File: src/rtl/reg_wb_arbiter.sv
// Round-robin arbiter between ALU and load writeback into the register file; 1-cycle latency to write port.
// Readies are combinational and drop to 0 under hold or reset; losing requester must hold its request.
module reg_wb_arbiter #(
  parameter int DATA_W = 32,
  parameter int ADDR_W = 5
) (
  input  logic              clk,
  input  logic              rst,
  input  logic              alu_valid,
  input  logic [ADDR_W-1:0] alu_reg,
  input  logic [DATA_W-1:0] alu_data,
  output logic              alu_ready,
  input  logic              mem_valid,
  input  logic [ADDR_W-1:0] mem_reg,
  input  logic [DATA_W-1:0] mem_data,
  output logic              mem_ready,
  input  logic              hold,
  output logic [ADDR_W-1:0] write_reg,
  output logic [DATA_W-1:0] write_data,
  output logic              reg_write,
  output logic              last_grant,
  output logic [7:0]        conflict_count
);

  logic open;
  logic conflict;

  assign open     = !rst && !hold;
  assign conflict = open && alu_valid && mem_valid;

  // last_grant=1 means MEM won the previous conflict, so ALU is next in line.
  assign alu_ready = open && alu_valid && (!mem_valid || last_grant);
  assign mem_ready = open && mem_valid && (!alu_valid || !last_grant);

  always_ff @(posedge clk) begin
    if (rst) begin
      write_reg      <= '0;
      write_data     <= '0;
      reg_write      <= 1'b0;
      last_grant     <= 1'b1;
      conflict_count <= 8'd0;
    end else begin
      if (alu_ready) begin
        write_reg  <= alu_reg;
        write_data <= alu_data;
        reg_write  <= |alu_reg;
      end else if (mem_ready) begin
        write_reg  <= mem_reg;
        write_data <= mem_data;
        reg_write  <= |mem_reg;
      end else begin
        reg_write  <= 1'b0;
      end

      if (conflict) begin
        last_grant <= mem_ready;
        if (conflict_count != 8'hFF) begin
          conflict_count <= conflict_count + 8'd1;
        end
      end
    end
  end

endmodule

File: config.mk
export PLATFORM = sky130hd
export DESIGN_NAME = reg_wb_arbiter
export DESIGN_NICKNAME = d
export VERILOG_FILES = /design/src/rtl/reg_wb_arbiter.sv
export SDC_FILE = /design/constraint.sdc
export NUM_CORES = 1
export LEC_CHECK = 0
export BUFFER_PORTS_ARGS = -buffer_cell sky130_fd_sc_hd__buf_4
export CAP_MARGIN = 20
export CORE_MARGIN = 4
export CORE_UTILIZATION = 40
export DETAILED_ROUTE_END_ITERATION = 16
export PLACE_DENSITY_LB_ADDON = 0.08
export SYNTH_ARGS = -nofsm -noshare
export SYNTH_HDL_FRONTEND = slang
export SYNTH_SLANG_ARGS = --single-unit
File: constraint.sdc
create_clock -name clk -period 4.3 [get_ports clk]
set_input_delay 0.645 -clock clk [delete_from_list [all_inputs] [get_ports clk]]
set_output_delay 0.645 -clock clk [all_outputs]
set_load 0.02 [all_outputs]
### After elaboration in Yosys (flattened, before gate mapping)

Cells that the tools add are included.

* add/sub/neg operators: 1
* reduce and logical (&&, ||, !) cells: 17
* multiplexer cells: 6
* eq/ne operators: 1

Operators by type and width (number)
* $mux 32: 2
* $mux 5: 2
* $reduce_or 5->1: 2
* $add 8x1->8 const B: 1
* $ne 8x8->1 const B: 1
* $logic_and 1x1->1: 6
* $logic_not 1->1: 5
* $logic_or 1x1->1: 2
* $mux 1: 2
* $reduce_and 2->1: 1
* $reduce_bool 2->1: 1

* register bits: 47

### Logic depth before layout (Yosys ltp)

Gate-level depths: netlist of run 1.

* word-level depth: 6
* mapped depth: 6
* depth with buffers taken out: 4

### Worst setup path before layout of run 1

No wires, ideal clock.

* path kind: input-to-output
* start: input port rst
* end: output port mem_ready
* data required time: 3.655 ns
* stages on the path: 5
* setup slack: 2.167 ns
* data arrival time: 1.488 ns
* cell sequence: buf_4 nor2_2 buf_4 buf_2 and3_1

* longest elaborated chain between the ends: 4

Ends and longest elaborated chain
* start: declaration: RTL line 8 `input logic rst,`
* $logic_not 1->1: RTL line 28 `assign open = !rst && !hold;`
* $logic_and 1x1->1: RTL line 28
* $logic_and 1x1->1 (2 in series): RTL line 33 `assign mem_ready = open && mem_valid && (!alu_valid || !last_grant);`
* end: declaration: RTL line 16 `output logic mem_ready,`

No other way between the ends.

### Final worst setup path of run 1

* start: input port hold
* end: output port alu_ready

* longest elaborated chain between the ends: 4

Ends and longest elaborated chain
* start: declaration: RTL line 17 `input logic hold,`
* $logic_not 1->1: RTL line 28
* $logic_and 1x1->1: RTL line 28
* $logic_and 1x1->1 (2 in series): RTL line 32 `assign alu_ready = open && alu_valid && (!mem_valid || last_grant);`
* end: declaration: RTL line 12 `output logic alu_ready,`

No other way between the ends.

==> qor.csv, run 1 <==
stage;metric;value;unit
setup_path;critPathKind;in -> out;
pwr;power;0.000985;W
clock_network;cts_root_buf;clkbuf_8;
placement;port_buffers;127;
setup_path;max_stage_delay;0.40;ns
drt;avgRoutedWirePerCell;17.4;um
drt;drt_wl_total;8.13;mm
setup_path;end_kind;primary output;
synthesis;ys_seq_elements;47;
pwr;power_frac_seq;48.0;%
timing;setup_viol;0;
clock_network;insertion_delay;0.30;ns
clock_network;h-tree-depth;2;
clock_network;cts_buffers;5;
cells_and_area;drive_gt1_share;48.6;%
cells_and_area;nNetsFinal;468;
pwr;p_comb_share;25.5;%
grt;antenna_found_initial;0;
setup_path;worst_ep_arrival_time;1.85;ns
timing;relSlewSlack;36.1;%
floorplan;rows;29;
grt;grt_pass1_vias;2608;
pwr;power.internal;0.000691;W
placement;dp_hpwl;5.46;mm
cells_and_area;largest_reg_flops;32;
clock_network;cts-hold-fix-buffers;0;
timing;post-route-min-period;2.49;ns
setup_path;path_cells;buf_4 > nor3b_4 > nand2_4 > inv_1 > buf_4;
clock_network;ctsResizeCount;0;
drt;drt-vias-per-instance;5.78;
floorplan;start_util;41.5;%
outcome;status;completed;
worst_hold_path;hp-class;reg -> reg;
timing;max_freq;0.401;GHz
run;cap_violations;0;
grt;grtUsageTotal;19.5;%
timing;worst_hold_slack;0.499;ns
synthesis;avgSynthCellArea;9.44;um^2
drt;drtPass1Iterations;4;
pwr;p_leak;1.45;nW
pwr;power_density;268;nW/um^2
timing;drv_slew;0;
cells_and_area;antenna_cells;0;
timing;setup_total_negative_slack;0;ns
drt;vias;2692;
setup_path;cp_top_family;simple AND/OR/NAND/NOR gates;
pwr;switching_share;29.8;%
cells_and_area;area_growth;38.0;%
drt;drcViolationCount;0;
setup_path;path_common_cell;buf_4;
clock_network;path_clk_slew;0.08;ns
timing;hold_viol;0;
drt;drtIter0Drc;132;
floorplan;io_pins;128;
floorplan;die_area;8030;um^2
floorplan;die_w;89.6;um
clock_network;post_cts_buffers;0;
synthesis;synth_cells;282;
setup_path;worstPathRequired;3.65;ns
timing;worst_slew_pin_slew;0.956;ns
cells_and_area;final_core_util;57.2;%
grt;grt_max_degree;51;
floorplan;fp.dieH;89.6;um
setup_path;cp_slowest_cell;nand2_4;
floorplan;core_area;6420;um^2
pwr;clock_power_share;26.5;%
timing;skew;0.00415;ns
synthesis;yosysSeqAreaShare;35.3;%
clock_network;clockBufferDepth;2;
pwr;vdd_drop_max;0.143;mV
grt;grt_first_pass_wirelength;12.5;mm
setup_path;start_kind;input pin;
setup_path;path_max_fanout;34;
synthesis;syn_nets;362;
placement;gp_congestion;0.827;
timing;fin_crit_sh;58.0;%
synthesis;yosys_warnings;0;
clock_network;cts_tree;done;
clock_network;clock_sinks;47;
synthesis;yosysUniqueCellTypes;40;
timing;rsz0062_at_grt;false;
setup_path;crit_buf_inv;3;
drt;ant_nets;0;
synthesis;post_synth_instance_area;2660;um^2
grt;gr-total-overflow;0;
pwr;p_switching;0.000294;W
## kinds of logic after synthesis
group	count (synthesis)	synth area share [%]
and+or+nand+nor	110	26.9
adders and majority gates	1	0.470
AOI/OAI and AO/OA	86	28.8
DFF	47	35.3
xor gates and xnor gates	1	0.329
buffers and inverters	34	7.05
muxes	3	1.17
## synth_stat cells
cell	instances	area share (%)
nor3_1	48	9.0
dfxtp_1	47	35
a21oi_1	33	6.2
a2111oi_2	28	16
buf_2	18	3.4
nor3_2	17	6.4
clkbuf_1	8	1.1
nand3_1	8	1.5
a31oi_1	7	1.6
nand4_1	7	1.6
o21ai_0	6	1.1
a2111oi_1	4	1.5
and4_1	4	1.3
buf_4	4	1.1
nand2b_1	4	0.94
nor2b_1	4	0.94
a211oi_1	3	0.85
and3_1	3	0.70
buf_6	3	1.3
a41oi_1	2	0.66
mux2i_1	2	0.75
nand2_1	2	0.28
nor2_1	2	0.28
or2_1	2	0.47
a311oi_1	1	0.33
and2_1	1	0.24
and4bb_1	1	0.47
ha_1	1	0.47
inv_1	1	0.14
mux2_2	1	0.42
nand2_4	1	0.42
nor2_2	1	0.24
nor2_4	1	0.42
nor3b_1	1	0.28
nor3b_4	1	0.70
o2111ai_1	1	0.33
o2bb2ai_1	1	0.33
or3b_1	1	0.33
or4_1	1	0.28
xnor2_1	1	0.33
## placed cells by master, fill, tap and decap left out, types with 3 or more instances in the layout
master,netlist,layout
a31oi_1,7,7
dfxtp_1,47,47
nor3_2,17,17
nor2b_1,4,3
o21ai_0,6,6
a21oi_1,33,33
clkbuf_8,0,5
nand4_1,7,7
a2111oi_2,28,28
a211oi_1,3,3
and4_1,4,4
nor3_1,48,48
buf_4,4,131
and3_1,3,3
a2111oi_1,4,4
nand2b_1,4,4
nand3_1,8,8
## path summary, 6_finish.rpt
kind              endpoint         start  slack (ns)  cells after the start
max              alu_ready          hold        1.81                      5
min           write_reg[3]  write_reg[3]        0.50                      2
max reg2reg  write_data[6]    last_grant        2.57                      3
min reg2reg   write_reg[3]  write_reg[3]        0.50                      2
## worst register-to-register path, cell delays in order, from the launching register on
cell       delay (ns)
dfxtp_1          0.38
nor2b_4          0.77
nor3_1           0.14
a2111oi_1        0.34
## metal layers
layer / vias to the layer above / GRT usage, % / wire length (um)
met3: 10 / 4.65 / 540
met5: - / 0 / 0
met4: 0 / 5.68 / 104
met1: 1267 / 25.3 / 3560
met2: 96 / 32.1 / 3920
li1: 1319 / - / -
## power by group through the flow
stage          Combinational, W  Clock [W]  Sequential, W
6_report               0.000251   0.000261       0.000473
5_1_grt                0.000270   0.000283       0.000475
4_1_cts                0.000253   0.000271       0.000473
3_5_place_dp           0.000252          0       0.000482
3_3_place_gp           0.000247          0       0.000483
2_1_floorplan          0.000108          0       0.000509
## cell type report
cell class | instances | area [um^2]
Sequential cell | 47 | 941
Multi-Input combinational cell | 201 | 1540
Timing Repair Buffer | 132 | 1010
Clock buffer | 7 | 76.3
Clock inverter | 1 | 5.00
Tap cell | 77 | 96.3
Fill cell | 624 | 2750
Inverter | 1 | 3.75
## through the flow
step	setup WS [ns]	cells	cell area (um^2)
after floorplan	2.17	282	2660
after global placement	1.80	457	3570
after detailed placement	1.78	458	3590
after CTS	1.79	466	3670
after global routing	1.73	466	3670
final	1.81	466	3670
Note: power is estimated with default switching activity, not from simulation.
==> inputs of run 2 (changes only) <==
- ABC_AREA: default -> 1
- clock period: 4.3 -> 2.3 ns (I/O delays scaled with it)
==> run 2 against run 1 <==
  * Cell count is 21% higher
  * Critical path depth stayed put
  * Setup slack worse by 1.3 ns
  * Clock power is 140% higher
  * Sequential share of layout area is 0.53 points higher
  * Worst hold slack worse by 0.24 ns
  * Wire length is 12% lower
  * Synthesized cell count is 32% higher
  * Largest power group unchanged
==> qor.csv, run 2 <==
stage;metric;value;unit;change
outcome;status;completed;;
drt;avgRoutedWirePerCell;12.7;um;-27%
drt;drtIter0Drc;98;;-26%
timing;hold_viol;0;;unchanged
floorplan;die_w;87.5;um;-2.3%
drt;dr_wl_met2;3.40;mm;-13%
placement;dp_hpwl;5.21;mm;-4.5%
floorplan;fp.dieH;87.5;um;-2.3%
cells_and_area;antenna_cells;0;;unchanged
synthesis;yosysTopAreaCell;dfxtp_1;;
setup_path;r2r.worst_path.cells;7;;+4
drt;top_layer_used;met4;;
clock_network;path_clk_slew;0.09;ns;about the same
synthesis;yosys-top-cells-count;nand2_1, dfxtp_1, inv_1;;
setup_path;cp_top_family;simple AND/OR/NAND/NOR gates;;
pwr;power_density;535;nW/um^2;+100%
setup_path;worstPathRequired;1.96;ns;-1.69 ns
cells_and_area;multi_input_comb_area;1270;um^2;-18%
clock_network;clockBufferDepth;2;;unchanged
clock_network;cts_root_buf;clkbuf_8;;
clock_network;cts_tree;done;;
placement;placed_area;3480;um^2;-3.1%
synthesis;ys_seq_elements;47;;unchanged
cells_and_area;largest_reg_flops;32;;unchanged
drt;vias;2765;;+2.7%
cells_and_area;drive_gt1_share;29.7;%;-19 points
setup_path;end_kind;primary output;;
clock_network;insertion_delay;0.29;ns;about the same
timing;setup_total_negative_slack;0;ns;unchanged
cells_and_area;area_growth;42.3;%;
cells_and_area;final_core_util;59.7;%;+2.5 points
grt;grt_pass1_vias;2529;;-3.0%
timing;drv_slew;0;;unchanged
floorplan;start_util;42.0;%;+0.53 points
clock_network;clock_sinks;47;;unchanged
drt;wl_met3;648;um;+20%
timing;setup_viol;0;;unchanged
drt;drt_wl_total;7.12;mm;-12%
drt;drt-vias-per-instance;4.91;;-15%
setup_path;path_common_cell;buf_4;;
cells_and_area;nNetsFinal;567;;+21%
drt;drcViolationCount;0;;unchanged
synthesis;yosysTopAreaCellShare;37.2;%;+1.9 points
cells_and_area;fillCellCount;609;;-2.4%
floorplan;die_area;7660;um^2;-4.5%
timing;relSlewSlack;58.5;%;+22 points
clock_network;h-tree-depth;2;;unchanged
setup_path;r2r-start;conflict_count[1];;
setup_path;reg2reg_to;conflict_count[0];;
clock_network;cts_buffers;5;;unchanged
drt;drtPass1Iterations;4;;unchanged
drt;wl_met1;3.03;mm;-15%
grt;grt_max_degree;65;;+27%
worst_hold_path;hp-class;in -> reg;;
floorplan;io_pins;128;;unchanged
floorplan;core_area;6030;um^2;-6.2%
pwr;vdd_drop_max;0.287;mV;+100%
synthesis;synth_edf_count;0;;unchanged
cells_and_area;post_layout_nonfiller_instances;563;;+21%
run;cap_violations;0;;unchanged
synthesis;yosysUniqueCellTypes;21;;-48%
synthesis;avgSynthCellArea;6.80;um^2;-28%
synthesis;async_reset_ff_share;0;%;unchanged
setup_path;path_cells;buf_4 > nor2_4 > nand3_1 > inv_1 > buf_4;;
timing;post-route-min-period;1.75;ns;
synthesis;yosysSeqAreaShare;37.2;%;+1.9 points
setup_path;crit_path_start;rst;;
setup_path;start_kind;input pin;;
grt;grtUsageTotal;18.6;%;-0.87 points
cells_and_area;seq_area;941;um^2;unchanged
cells_and_area;design_area;3600;um^2;-2.0%
setup_path;cp_slowest_cell;nor2_4;;
timing;worst_slew_pin_slew;0.622;ns;-0.334 ns
pwr;p_leak;1.92;nW;+33%
clock_network;cts-hold-fix-buffers;0;;unchanged
setup_path;path_max_fanout;16;;-53%
grt;antenna_found_initial;0;;unchanged
placement;dp.cells;555;;+21%
grt;grt_first_pass_wirelength;11.5;mm;-8.0%
setup_path;crit_buf_inv;3;;unchanged
clock_network;post_cts_buffers;0;;unchanged
setup_path;max_stage_delay;0.35;ns;-0.05 ns
placement;gp_congestion;0.861;;+4.1%
clock_network;ctsResizeCount;0;;unchanged
setup_path;worst_ep_arrival_time;1.41;ns;-0.44 ns
synthesis;yosys_warnings;0;;unchanged
placement;port_buffers;127;;unchanged
synthesis;synth_ff_type;dfxtp_1;;
timing;rsz0062_at_grt;false;;
timing;fin_crit_sh;76.3;%;
setup_path;critPathKind;in -> out;;
grt;gr-total-overflow;0;;unchanged
synthesis;synth.most_common_cell;nand2_1;;
timing;skew;0.00483;ns;+0.000689 ns
cells_and_area;final_cell_mix;buf_4, nand2_1, inv_1, dfxtp_1, nand3_1;;
drt;ant_nets;0;;unchanged
floorplan;rows;28;;-3.4%
setup_path;cp-endpoint;mem_ready;;
synthesis;synth_area_leaders;dfxtp_1, nand2_1, o21a_1;;
setup_path;r2r_slack;0.87;ns;-1.70 ns
timing;max_freq;0.570;GHz;
cells_and_area;final_common_cell;buf_4;;
synthesis;synth_cells;372;;+32%
synthesis;post_synth_instance_area;2530;um^2;-5.0%
synthesis;syn_nets;452;;+25%
setup_path;crit_cells;5;;unchanged
## run 2: logic make-up (layout without fill, tap and decap cells)
family / Yosys count / in the layout / share of synthesized area, %
adders and majority gates: 1 / 1 / 0.494
AOI/OAI and AO/OA: 45 / 45 / 12.5
xor gates and xnor gates: 1 / 1 / 0.346
buffers and inverters: 73 / 189 / 12.6
DFF: 47 / 47 / 37.2
and+or+nand+nor: 205 / 205 / 36.8
## run 2: worst reg2reg max path, cell delays in order (launching register included)
cell and delay, ns:
dfxtp_1 0.39, ha_1 0.23, nand3_1 0.12, inv_1 0.07
nand2_1 0.20, nand2_1 0.18, nand2_1 0.06, a21oi_1 0.11
## run 2: worst min path at each step
stage	start	to	slack, ns	cells after the start
3_5_place_dp	conflict_count[1]	conflict_count[1]	0.50	2
2_1_floorplan	rst	conflict_count[0]	0.41	1
3_3_place_gp	conflict_count[1]	conflict_count[1]	0.50	2
4_1_cts	rst	conflict_count[2]	0.25	2
5_1_grt	rst	conflict_count[1]	0.26	2
6_report	rst	conflict_count[2]	0.26	2
## run 2: final cells by class
| cell class | instances | share of cell area (%) |
|---|---|---|
| multi-input combinational | 252 | 35.3 |
| timing repair buffer | 132 | 27.5 |
| sequential | 47 | 26.1 |
| inverter | 49 | 5.18 |
| tap | 75 | 2.61 |
| clock buffer | 6 | 2.29 |
| clock inverter | 2 | 0.973 |
## run 2: per-stage QoR
| stage | power, W | hold slack, ns | setup slack, ns |
|---|---|---|---|
| floorplan | 0.00112 | 0.414 | 0.884 |
| global placement | 0.00132 | 0.498 | 0.406 |
| detailed placement | 0.00132 | 0.498 | 0.378 |
| CTS | 0.00195 | 0.252 | 0.551 |
| global route | 0.00202 | 0.257 | 0.418 |
| finish | 0.00193 | 0.264 | 0.545 |
## run 2: report_power, final
| part | switching (W) | internal (W) |
|---|---|---|
| Clock | 0.000274 | 0.000352 |
| Sequential | 0.0000233 | 0.000857 |
| Combinational | 0.000215 | 0.000205 |
| Total | 0.000512 | 0.00141 |
## run 2: per-layer routing
metal | vias up | global-route usage (%)
met3 | 5 | 6.02
li1 | 1451 | -
met2 | 96 | 31.2
met1 | 1213 | 23.3
met5 | - | 0
met4 | 0 | 4.18
==> inputs of run 3 (changes only) <==
- ABC_AREA: 1 -> 0
- clock period: 2.3 -> 1.6 ns (I/O delays scaled with it)
==> run 3 against run 2 <==
  * Die area rose by 4.8%
  * Count of clock-buffer cells in the layout did not move
  * Utilization rose by 0.29 points
  * Sequential cell count did not move
  * Cell count fell by 15%
  * Sequential share of layout area fell by 1.7 points
  * Final area rose by 7.1%
  * Register-to-register slack got worse by 0.76 ns
  * Critical endpoint is now alu_ready
  * Highest routed layer unchanged
==> qor.csv, run 3 (synthesized netlist as in run 1, its figures left out) <==
stage;metric;value;unit;change
timing;worst_slew_pin_slew;0.431;ns;-0.191 ns
floorplan;rows;29;;+3.6%
floorplan;io_pins;128;;unchanged
timing;rsz0062_at_grt;false;;
drt;drcViolationCount;0;;unchanged
run;cap_violations;0;;unchanged
clock_network;h-tree-depth;2;;unchanged
placement;port_buffers;127;;unchanged
setup_path;max_stage_delay;0.40;ns;+0.05 ns
placement;gp_congestion;0.863;;+0.19%
outcome;status;completed;;
clock_network;insertion_delay;0.30;ns;about the same
timing;hold_viol;0;;unchanged
setup_path;end_kind;primary output;;
clock_network;path_clk_slew;0.09;ns;about the same
worst_hold_path;min_path_cells;3;;+1
cells_and_area;nNetsFinal;483;;-15%
floorplan;fp.dieH;89.6;um;+2.3%
setup_path;worstPathRequired;1.36;ns;-0.60 ns
clock_network;cts_root_buf;clkbuf_8;;
cells_and_area;final_cell_mix;buf_4, nor3_1, dfxtp_1;;
pwr;power_density;692;nW/um^2;+29%
timing;relSlewSlack;71.3;%;+13 points
drt;drtPass1Iterations;4;;unchanged
cells_and_area;final_common_cell;buf_4;;
drt;drt-vias-per-instance;5.85;;+19%
cells_and_area;area_growth;44.8;%;
cells_and_area;antenna_cells;0;;unchanged
setup_path;r2r.worst_path.cells;5;;-2
drt;avgRoutedWirePerCell;17.6;um;+39%
setup_path;start_kind;flip-flop;;
setup_path;worst_ep_arrival_time;1.28;ns;-0.13 ns
floorplan;die_area;8030;um^2;+4.8%
pwr;p_leak;1.55;nW;-19%
clock_network;cts_tree;done;;
floorplan;core_area;6420;um^2;+6.6%
drt;ant_nets;0;;unchanged
clock_network;clockBufferDepth;2;;unchanged
drt;drtIter0Drc;125;;+28%
timing;max_freq;0.659;GHz;
grt;grtUsageTotal;20.7;%;+2.1 points
clock_network;cts-hold-fix-buffers;0;;unchanged
timing;post-route-min-period;1.52;ns;
floorplan;start_util;41.5;%;-0.53 points
drt;vias;2800;;+1.3%
grt;grt_first_pass_wirelength;13.1;mm;+14%
drt;drt_wl_total;8.45;mm;+19%
setup_path;path_cells;nand2b_1 > nand2_4 > buf_16 > inv_1 > buf_4;;
clock_network;cts_buffers;5;;unchanged
worst_hold_path;hp-class;in -> reg;;
placement;dp_hpwl;5.88;mm;+13%
setup_path;cp_top_family;flip-flops;;
timing;setup_viol;0;;unchanged
cells_and_area;largest_reg_flops;32;;unchanged
cells_and_area;fillCellCount;599;;-1.6%
setup_path;crit_buf_inv;3;;unchanged
timing;drv_slew;0;;unchanged
grt;antenna_found_initial;0;;unchanged
placement;dp.cells;471;;-15%
grt;grt_max_degree;33;;-49%
grt;grt_pass1_vias;2771;;+9.6%
cells_and_area;drive_gt1_share;50.7;%;+21 points
timing;skew;0.00579;ns;+0.000953 ns
grt;gr-total-overflow;0;;unchanged
pwr;vdd_drop_max;0.370;mV;+29%
floorplan;die_w;89.6;um;+2.3%
setup_path;critPathKind;reg -> out;;
timing;fin_crit_sh;94.8;%;
cells_and_area;post_layout_nonfiller_instances;479;;-15%
clock_network;clock_sinks;47;;unchanged
setup_path;crit_cells;5;;unchanged
setup_path;cp_slowest_cell;dfxtp_2;;
setup_path;path_max_fanout;5;;-11
timing;setup_total_negative_slack;0;ns;unchanged
-- run 3: changes by cell type in the layout (fill, tap and decap cells not counted), sizes merged, moves of 7 or more --
cell / delta
a2111oi: +32
a21oi: +25
a31oi: +7
buf: +14
inv: -47
nand2: -102
nand3: -40
nand4: -26
nor2: -14
nor3: +65
o21a: -32
-- run 3: path summary, 6_finish.rpt --
kind,end,slack (ns),startpoint
setup / recovery,alu_ready,0.08,last_grant
hold / removal,reg_write,0.22,alu_reg[3]
setup reg to reg,write_data[8],0.11,last_grant
hold reg to reg,write_reg[0],0.49,write_reg[0]
-- run 3: layer usage --
| metal | track usage [%] | part of all wire (%) | vias up |
|---|---|---|---|
| li1 | - | - | 1342 |
| met1 | 25.3 | 42 | 1333 |
| met2 | 35.0 | 49 | 105 |
| met3 | 4.74 | 6.3 | 20 |
| met4 | 8.12 | 2.4 | 0 |
| met5 | 0 | 0 | - |
-- run 3: area by class of cell --
| class | count | area, um^2 | area share [%] |
|---|---|---|---|
| multi-input combinational | 201 | 1540 | 40.0 |
| timing repair buffer | 147 | 1200 | 31.1 |
| sequential | 47 | 942 | 24.4 |
| tap | 77 | 96.3 | 2.50 |
| clock buffer | 6 | 72.6 | 1.88 |
| inverter | 1 | 3.75 | 0.0974 |
-- run 3: stage by stage --
step	cell area, um^2	hold WS, ns	worst slack (ns)	utilization (%)	power (W)
3_5_place_dp	3730	0.482	0.155	58.1	0.00200
4_1_cts	3850	0.219	0.0679	60.0	0.00269
3_3_place_gp	3730	0.478	0.205	58.1	0.00200
2_1_floorplan	2660	0.405	0.0389	-	0.00166
5_1_grt	3850	0.225	0.00832	60.0	0.00279
6_report	3850	0.216	0.0830	60.0	0.00267
-- run 3: tightest hold or removal path, stage by stage --
cell and delay [ns]:
buf_4 0.08, nor2_1 0.04, o2bb2ai_1 0.12
-- run 3: power breakdown --
group          switching [W]  total, W  internal, W  leakage [nW]
combinational       0.000366  0.000715     0.000349          1.13
clock               0.000389  0.000682     0.000293        0.0371
sequential         0.0000386   0.00127      0.00123         0.384
total               0.000794   0.00267      0.00187          1.55
-- run 3: timing repair --
action,4_1_cts,5_1_grt
hold endpoints to repair,0,0
endpoints found under the setup margin,1,0
resized for setup,2,0
buffers inserted,1,0
